### src/rtl/chicken_pkg.sv
// Shared types and default sizing for the Chicken Cha-Cha-Cha turn scheduler.
// Optional feature macro used by the scheduler: TURN_TIMEOUT_EN.
package chicken_pkg;

    typedef enum logic [2:0] {
        IDLE,
        WAIT_KEY,
        REVEAL,
        SHOW,
        RESOLVE,
        WIN
    } state_t;

    // Index width for a range of n values; never narrower than one bit.
    function automatic int idxWidth(input int n);
        return (n > 2) ? $clog2(n) : 1;
    endfunction

    localparam int DEF_NUM_PLAYERS    = 4;
    localparam int DEF_TRACK_LEN      = 24;
    localparam int DEF_NUM_CARDS      = 12;
    localparam int DEF_REVEAL_CYCLES  = 50_000_000;
    localparam int DEF_TIMEOUT_CYCLES = 500_000_000;

    localparam int PLAYER_W = idxWidth(DEF_NUM_PLAYERS);
    localparam int POS_W    = idxWidth(DEF_TRACK_LEN);
    localparam int CARD_W   = idxWidth(DEF_NUM_CARDS);

endpackage

### src/rtl/chicken_turn_scheduler_hold_timer.sv
// Loadable down-counter; o_done strobes in the last enabled cycle of a loaded interval.
module hold_timer
#(
    parameter int WIDTH = 32
)
(
    input  logic             i_clk,
    input  logic             i_rst_n,
    input  logic             i_load,
    input  logic [WIDTH-1:0] i_loadValue,
    input  logic             i_en,
    output logic             o_done
);

    logic [WIDTH-1:0] r_count;

    always_ff @(posedge i_clk or negedge i_rst_n) begin
        if (!i_rst_n) begin
            r_count <= '0;
        end else if (i_load) begin
            r_count <= i_loadValue;
        end else if (i_en && (r_count != '0)) begin
            r_count <= r_count - 1'b1;
        end
    end

    assign o_done = i_en && (r_count == WIDTH'(1));

endmodule

### src/rtl/chicken_turn_scheduler.sv
// Turn scheduler: owns the card reveal handshake, chicken positions and win detection.
// Define TURN_TIMEOUT_EN to forfeit a turn after TIMEOUT_CYCLES without a key.
module chicken_turn_scheduler
    import chicken_pkg::*;
#(
    parameter int NUM_PLAYERS    = DEF_NUM_PLAYERS,
    parameter int TRACK_LEN      = DEF_TRACK_LEN,
    parameter int NUM_CARDS      = DEF_NUM_CARDS,
    parameter int REVEAL_CYCLES  = DEF_REVEAL_CYCLES,
    parameter int TIMEOUT_CYCLES = DEF_TIMEOUT_CYCLES,
    localparam int PLAYER_BITS   = idxWidth(NUM_PLAYERS),
    localparam int POS_BITS      = idxWidth(TRACK_LEN),
    localparam int CARD_BITS     = idxWidth(NUM_CARDS)
)
(
    input  logic                   i_clk,
    input  logic                   i_rst_n,
    input  logic                   i_start,
    input  logic [NUM_PLAYERS-1:0] i_key,
    input  logic [CARD_BITS-1:0]   i_card_sel,
    output logic                   o_reveal_req,
    output logic [CARD_BITS-1:0]   o_reveal_idx,
    input  logic                   i_reveal_ack,
    input  logic                   i_match,
    output logic [PLAYER_BITS-1:0] o_cur_player,
    output logic [POS_BITS-1:0]    o_cur_pos,
    output logic                   o_showing,
    output logic                   o_advance,
    output logic                   o_hide,
    output logic                   o_win_valid,
    output logic [PLAYER_BITS-1:0] o_winner
);

    localparam int HOLD_MAX   = (REVEAL_CYCLES > TIMEOUT_CYCLES) ? REVEAL_CYCLES : TIMEOUT_CYCLES;
    localparam int TIMER_BITS = idxWidth(HOLD_MAX + 1);
    localparam logic [POS_BITS-1:0]    LAST_TILE   = POS_BITS'(TRACK_LEN - 1);
    localparam logic [PLAYER_BITS-1:0] LAST_PLAYER = PLAYER_BITS'(NUM_PLAYERS - 1);

    state_t                 r_state;
    state_t                 w_nextState;
    logic [POS_BITS-1:0]    r_pos [NUM_PLAYERS];
    logic [PLAYER_BITS-1:0] r_curPlayer;
    logic [POS_BITS-1:0]    r_curPos;
    logic [CARD_BITS-1:0]   r_revealIdx;
    logic                   r_match;
    logic [PLAYER_BITS-1:0] r_winner;

    logic r_revealReq, r_showing, r_advance, r_hide, r_winValid;
    logic w_revealReq, w_showing, w_advance, w_hide, w_winValid;

    logic                   w_keyOk;
    logic                   w_enterShow;
    logic                   w_passTurn;
    logic                   w_forfeit;
    logic [PLAYER_BITS-1:0] w_nextPlayer;
    logic                   w_timerLoad;
    logic                   w_timerEn;
    logic                   w_timerDone;
    logic [TIMER_BITS-1:0]  w_timerLoadValue;

    assign w_keyOk      = (r_state == WAIT_KEY) && i_key[r_curPlayer];
    assign w_enterShow  = (r_state == REVEAL) && i_reveal_ack;
    assign w_nextPlayer = (r_curPlayer == LAST_PLAYER) ? '0 : r_curPlayer + 1'b1;

    // The single timer serves the SHOW hold and, when enabled, the key-wait timeout.
`ifdef TURN_TIMEOUT_EN
    assign w_forfeit        = (r_state == WAIT_KEY) && w_timerDone && !w_keyOk;
    assign w_timerEn        = (r_state == SHOW) || (r_state == WAIT_KEY);
    assign w_timerLoad      = w_enterShow ||
                              ((w_nextState == WAIT_KEY) && ((r_state != WAIT_KEY) || w_forfeit));
    assign w_timerLoadValue = w_enterShow ? TIMER_BITS'(REVEAL_CYCLES) : TIMER_BITS'(TIMEOUT_CYCLES);
`else
    assign w_forfeit        = 1'b0;
    assign w_timerEn        = (r_state == SHOW);
    assign w_timerLoad      = w_enterShow;
    assign w_timerLoadValue = TIMER_BITS'(REVEAL_CYCLES);
`endif

    assign w_passTurn = ((r_state == RESOLVE) && !r_match) || w_forfeit;

    hold_timer #(
        .WIDTH (TIMER_BITS)
    ) u_holdTimer (
        .i_clk       (i_clk),
        .i_rst_n     (i_rst_n),
        .i_load      (w_timerLoad),
        .i_loadValue (w_timerLoadValue),
        .i_en        (w_timerEn),
        .o_done      (w_timerDone)
    );

    always_comb begin
        w_nextState = r_state;
        unique case (r_state)
            IDLE:     if (i_start) w_nextState = WAIT_KEY;
            WAIT_KEY: if (w_keyOk) w_nextState = REVEAL;
            REVEAL:   if (i_reveal_ack) w_nextState = SHOW;
            SHOW:     if (w_timerDone) w_nextState = RESOLVE;
            RESOLVE:  w_nextState = (r_match && (r_curPos == LAST_TILE)) ? WIN : WAIT_KEY;
            WIN:      if (i_start) w_nextState = WAIT_KEY;
            default:  w_nextState = IDLE;
        endcase
    end

    // Output values are decoded one cycle early so every port comes straight from a flop.
    always_comb begin
        w_revealReq = (w_nextState == REVEAL);
        w_showing   = (w_nextState == SHOW);
        w_winValid  = (w_nextState == WIN);
        w_advance   = (r_state == SHOW) && w_timerDone && r_match;
        w_hide      = ((r_state == SHOW) && w_timerDone && !r_match) || w_forfeit;
    end

    always_ff @(posedge i_clk or negedge i_rst_n) begin
        if (!i_rst_n) begin
            r_state     <= IDLE;
            r_revealReq <= 1'b0;
            r_showing   <= 1'b0;
            r_advance   <= 1'b0;
            r_hide      <= 1'b0;
            r_winValid  <= 1'b0;
        end else begin
            r_state     <= w_nextState;
            r_revealReq <= w_revealReq;
            r_showing   <= w_showing;
            r_advance   <= w_advance;
            r_hide      <= w_hide;
            r_winValid  <= w_winValid;
        end
    end

    // Position moves on entry to RESOLVE so cur_pos already shows the new tile with the advance pulse.
    always_ff @(posedge i_clk or negedge i_rst_n) begin
        if (!i_rst_n) begin
            for (int i = 0; i < NUM_PLAYERS; i++) r_pos[i] <= '0;
            r_curPlayer <= '0;
            r_curPos    <= '0;
            r_revealIdx <= '0;
            r_match     <= 1'b0;
            r_winner    <= '0;
        end else begin
            if (((r_state == IDLE) || (r_state == WIN)) && i_start) begin
                for (int i = 0; i < NUM_PLAYERS; i++) r_pos[i] <= '0;
                r_curPlayer <= '0;
                r_curPos    <= '0;
                r_winner    <= '0;
            end
            if (w_keyOk) begin
                r_revealIdx <= i_card_sel;
            end
            if (w_enterShow) begin
                r_match <= i_match;
            end
            if (w_advance && (r_curPos != LAST_TILE)) begin
                r_curPos           <= r_curPos + 1'b1;
                r_pos[r_curPlayer] <= r_curPos + 1'b1;
            end
            if ((r_state == RESOLVE) && (w_nextState == WIN)) begin
                r_winner <= r_curPlayer;
            end
            if (w_passTurn) begin
                r_curPlayer <= w_nextPlayer;
                r_curPos    <= r_pos[w_nextPlayer];
            end
        end
    end

    assign o_reveal_req = r_revealReq;
    assign o_reveal_idx = r_revealIdx;
    assign o_cur_player = r_curPlayer;
    assign o_cur_pos    = r_curPos;
    assign o_showing    = r_showing;
    assign o_advance    = r_advance;
    assign o_hide       = r_hide;
    assign o_win_valid  = r_winValid;
    assign o_winner     = r_winner;

endmodule

### config.mk
export PLATFORM = sky130hd
export DESIGN_NAME = chicken_turn_scheduler
export DESIGN_NICKNAME = d
export VERILOG_FILES = /design/src/rtl/chicken_pkg.sv /design/src/rtl/chicken_turn_scheduler_hold_timer.sv /design/src/rtl/chicken_turn_scheduler.sv
export SDC_FILE = /design/constraint.sdc
export NUM_CORES = 1
export LEC_CHECK = 0
export BUFFER_PORTS_ARGS = -buffer_cell sky130_fd_sc_hd__clkbuf_2
export CAP_MARGIN = 20
export CORE_ASPECT_RATIO = 0.6
export CORE_MARGIN = 5
export CORE_UTILIZATION = 28
export CTS_CLUSTER_SIZE = 12
export DETAILED_ROUTE_END_ITERATION = 10
export PLACE_DENSITY = 0.52
export SYNTH_ARGS = -nofsm -noshare
export SYNTH_HDL_FRONTEND = slang
export SYNTH_SLANG_ARGS = --single-unit
### constraint.sdc
create_clock -name i_clk -period 3.5 [get_ports i_clk]
set_input_delay 0.175 -clock i_clk [delete_from_list [all_inputs] [get_ports i_clk]]
set_output_delay 0.175 -clock i_clk [all_outputs]
set_load 0.02 [all_outputs]
* After elaboration in Yosys (flattened, before gate mapping)
Index checks and enable logic that the tools add are counted.
Storage, ports and cells: bits in registers 71, input port bits 13, output and inout port bits 18, word-level logic and storage cells 84
Operators by class: add/subtract/negate cells 3, magnitude comparators 4, equal/unequal tests 12, mux-type cells 25, bitwise logic cells 2, reductions and logical operators 22
Operators with widths (number):
- 2-to-1 mux 29 bit | 2
- 2-to-1 mux 20 bit | 2
- 2-to-1 mux 5 bit | 6
- == test 29 x 1 -> 1 bit, second input constant | 1
- nonzero test 29 bit | 1
- subtractor 29 x 1 -> 29 bit, second input constant | 1
- bitwise mux 20 bit | 1
- 2-to-1 mux 3 bit | 5
- case mux 3 bit (5 select lines) | 1
- logical AND 1 bit | 13
- == test 3 x 2 -> 1 bit, second input constant | 4
- binary-select mux 5 bit (select 2 bit) | 1
- demux 5 bit (select 2 bit) | 1
- == test 3 bit, second input constant | 3
- 2-to-1 mux 2 bit | 4
- >= comparator 3 bit, second input constant | 2
- NOT 2 -> 3 bit | 2
- nonzero test 2 bit | 3
- adder 5 x 1 -> 5 bit, second input constant | 1
- == test 5 bit, second input constant | 1
- != test 5 bit, second input constant | 1
- == test 3 x 1 -> 1 bit, second input constant | 1
- logical NOT 3 bit | 1
- less-than comparator 2 x 3 -> 1 bit, second input constant | 1
- 9 further kinds | 9

* Depth between registers and ports, before layout
word-level depth 8, mapped depth 8, depth with buffers taken out 7

* Modules after synthesis
Synthesis repeated with hierarchy kept, for this count alone.
Unflattened totals: cell total of the unflattened synthesis 374, area total of the unflattened synthesis 3842.4 sq um
Modules (own cells, without submodules):
- chicken_turn_scheduler | instances 1, cells an instance 172, area an instance 1968.1 sq um, seq. area each 1051.0 sq um
- hold_timer | instances 1, cells an instance 202, area an instance 1874.3 sq um, seq. area each 725.7 sq um

* Worst setup path after synthesis
OpenSTA, ideal clock, no wires.
kind flip-flop to flip-flop, from register u_holdTimer.r_count[8], to register u_holdTimer.r_count[7], library setup time 0.132 ns, arrival time 2.315 ns, data required time 3.368 ns, path slack 1.053 ns, stages on the path, launching flop included 7, buffers on the path 1, clock period less this slack 2.447 ns, cell sequence dfrtp_1 or4_1 buf_2 or4_4 o31ai_4 nor3_1 or3b_1
On the way: longest elaborated chain between the ends 3
RTL lines:
- start, declared | line chicken_turn_scheduler_hold_timer.sv:15 | logic [WIDTH-1:0] r_count;
- start signal, assigned | line chicken_turn_scheduler_hold_timer.sv:21 | r_count <= i_loadValue;
- start signal, assigned | line chicken_turn_scheduler_hold_timer.sv:23 | r_count <= r_count - 1'b1;
- nonzero test 29 bit | line chicken_turn_scheduler_hold_timer.sv:22 | end else if (i_en && (r_count != '0)) begin
- logical AND 1 bit | line chicken_turn_scheduler_hold_timer.sv:22
- nonzero test 2 bit (no source line)
No other way between the ends. A chain may end at the register's enable or synchronous reset.

* Worst setup path in the final report
Same ends and word-level chain as after synthesis.

==> metrics.csv <==
stage,metric,value,unit
placed_design,dpl cell area,4068,um2
logic_synthesis,post-synth top area share,0.4768,
drt,DRC,0,
power,Pwr Density,722.0,nW/um2
logic_synthesis,top post-synthesis cells by area,"dfrtp_1, nand3_1, o21ai_0",
clock_network,# Post-CTS Setup Buffers,0,
logic_synthesis,sequential-to-total area share from yosys stat,0.4768,
logic_synthesis,YS warnings,0,
final_layout,Final #Nets,419,
final_layout,Multi-input gate area,1843,um2
final_layout,FF+latch area,1777,um2
sta,Hold Fails Final Rpt,17,
power,sequential share of power,0.404,
critical_path,"Req. time, crit path",3.70,ns
drt,Vias/cell,5.276,
critical_path,CP arrival,2.85,ns
logic_synthesis,number of synthesized register bits,71,
power,Max VDD drop,0.0002991,V
global_route,global-route wire length before repair,16.28,mm
clock_network,Root Driver,clkbuf_16,
global_route,GRT Util Overall,0.1287,
global_route,vias in the first global route,2939,
placed_design,Detail Placement HPWL,7.077,mm
critical_path,Critical Path Sink Type,register,
critical_path,worst r2r src,u_holdTimer.r_count[8],
sta,Final Critical Period,2.653,ns
drt,DR iter-0 viols,295,
global_route,GRT overflow,0,
drt,Vias,3023,
drt,ANT nets after route,0,
floorplanning,Starting Density,0.2881,
clock_network,TritonCTS clock tree,yes,
logic_synthesis,ys flop type,dfrtp_1,
logic_synthesis,Post-Syn Area,3726,um2
critical_path,Worst R2R Path Depth,5,
clock_network,CTS Buffer Depth,2,
floorplanning,Rows,32,
floorplanning,core area,12930,um2
logic_synthesis,fraction of registers with async set/reset,1.000,
clock_network,Post-CTS Hold Buffers,0,
floorplanning,Die W,158.9,um
critical_path,kind of critical path,register to register,
run_status,status,finished with violations,
worst_hold_path,HP Class,primary input to async pin,
power,Pleak,1.761,nW
sta,unrepaired setup endpoints after global routing,no,
sta,Max Slew Vio Count,0,
logic_synthesis,"EDFF count, synth",0,
final_layout,"commonest cells after routing, fill and taps aside","dfrtp_1, nand3_1, nand2_1",
floorplanning,full die area,15790,um2
global_route,initial antenna violation count,0,
floorplanning,Ports,31,
sta,Slew HR,0.2798,
final_layout,Area Growth Syn to Fin,16.99,%
critical_path,slowest cell on the critical path,or4_1,
power,Internal Power,2.011,mW
floorplanning,Die Y,99.36,um
sta,hold_ws,-0.02203,ns
final_layout,share of cells above drive strength 1,0.1886,
power,clock network fraction of design power,0.285,
sta,measured slew at the worst slew-check pin,1.072,ns
final_layout,Filler cells,1303,
sta,f_max,376.9,MHz
placed_design,routability cong.,0.8087,
final_layout,final instance area,4359,um2
critical_path,CP Max Fanout,7,
critical_path,Critical Path Source Type,register,
critical_path,max incr delay on CP,0.69,ns
clock_network,post-CTS sizing,0,
run,max_cap viols,0,
power,switching portion of total power,0.3611,
critical_path,reg-to-reg endpoint,u_holdTimer.r_count[7],
logic_synthesis,Synth Net Count,387,
placed_design,# port buffers,30,
drt,Routed WL,9.753,mm
run_status,failing checks,hold timing,
sta,fin crit share,0.7580,
logic_synthesis,syn avg cell area,10.18,um2
drt,drt pass-1 iters,5,
sta,final setup vio count,0,
critical_path,critical path cell sequence,"or4_1, or4_4, o31ai_4, nor3_1, or3b_1",
clock_network,clock-pin slew on the worst setup and hold paths,0.05,ns
clock_network,clock sink total,71,
final_layout,diode count,0,
power,Combinational Power Share,0.311,
logic_synthesis,"area leader, netlist",dfrtp_1,
logic_synthesis,number of library cell types mapped by synthesis,56,
final_layout,"most common cell after layout, fill and taps aside",dfrtp_1,
sta,setup tns final,0,ns
clock_network,clk_lat worst skew,0.33,ns
global_route,pin count of the biggest net entering global routing,72,
clock_network,H-tree Lvls,3,
clock_network,CTS buffer count,9,
power,sw power,1.137,mW
sta,Final Skew,0.006968,ns
drt,Routed wire per std cell,17.02,um
critical_path,reg2reg setup slack,0.85,ns
logic_synthesis,Mapped Cells,366,
area by class of cell:
type	instances	share of cell area
Timing Repair Buffer	37	0.04707
Multi-Input combinational cell	271	0.4228
Sequential cell	71	0.4076
Inverter	8	0.006889
Tap cell	170	0.04879
Clock inverter	4	0.01033
Clock buffer	12	0.05654
cell families after synthesis:
group	count (synthesis)	synth area share
AOI/OAI and AO/OA	62	0.1068
xor gates and xnor gates	13	0.03056
adders and majority gates	8	0.02686
buffers and inverters	24	0.02854
DFF	71	0.4768
muxes	17	0.06716
and+or+nand+nor	171	0.2633
metal layers:
layer,GRT usage,up-vias,share of wire
met2,0.1606,94,0.37
met4,0.04128,0,0.015
li1,-,1445,-
met3,0.04182,11,0.087
met1,0.2029,1473,0.53
met5,0,-,0
worst max path at each step:
stage	start	cells past startpoint	to	slack [ns]
floorplan	u_holdTimer.r_count[8]	6	u_holdTimer.r_count[7]	1.05
global placement	u_holdTimer.r_count[8]	5	u_holdTimer.r_count[7]	0.90
detailed placement	u_holdTimer.r_count[7]	5	u_holdTimer.r_count[7]	0.87
CTS	u_holdTimer.r_count[7]	5	u_holdTimer.r_count[7]	0.85
global route	u_holdTimer.r_count[5]	6	u_holdTimer.r_count[24]	0.74
finish	u_holdTimer.r_count[8]	5	u_holdTimer.r_count[7]	0.85
Yosys cell counts (all sizes together), types with 3 or more instances:
| cell | instances |
|---|---|
| o211ai | 9 |
| nor2b | 3 |
| nand4 | 7 |
| a21oi | 4 |
| o21ai | 32 |
| dfrtp | 71 |
| o31ai | 4 |
| mux2i | 7 |
| or4 | 9 |
| and2 | 3 |
| xor2 | 12 |
| or3 | 6 |
| nor3 | 10 |
| and3 | 5 |
| inv | 8 |
| nor2 | 17 |
| nand2 | 32 |
| mux2 | 4 |
| and4 | 8 |
| clkbuf | 13 |
| nor4 | 12 |
| ha | 8 |
| mux4 | 6 |
| buf | 3 |
| nand3 | 43 |
worst max-delay path: cells and delay by family, from the launching register on:
| family | cells | cell delay, ns |
|---|---|---|
| AOI/OAI and AO/OA | 1 | 0.39 |
| DFF | 1 | 0.39 |
| and+or+nand+nor | 4 | 1.74 |
per-stage QoR:
stage	worst slack, ns	cells	util	power [mW]
5_1_grt	0.7404	573	0.3371	3.362
6_report	0.8469	573	0.3371	3.147
2_1_floorplan	1.053	366	-	1.941
4_1_cts	0.8546	573	0.3371	3.173
3_3_place_gp	0.9031	557	0.3145	2.241
3_5_place_dp	0.8688	557	0.3145	2.257
power by group through the flow:
stage | combinational [mW] | clock [mW] | sequential (mW)
4_1_cts | 0.982 | 0.923 | 1.27
3_3_place_gp | 0.971 | 0 | 1.27
3_5_place_dp | 0.978 | 0 | 1.28
2_1_floorplan | 0.674 | 0 | 1.27
6_report | 0.979 | 0.898 | 1.27
5_1_grt | 1.09 | 0.957 | 1.31
registers in the layout, indices dropped and copies added, names as in the netlist:
name                 count
r_match                  1
o_hide                   1
o_cur_player             2
o_advance                1
o_cur_pos                5
o_win_valid              1
o_reveal_req             1
o_reveal_idx             4
o_showing                1
r_pos                   20
u_holdTimer.r_count     29
o_winner                 2
r_state                  3
(Power assumes the default switching activity.)
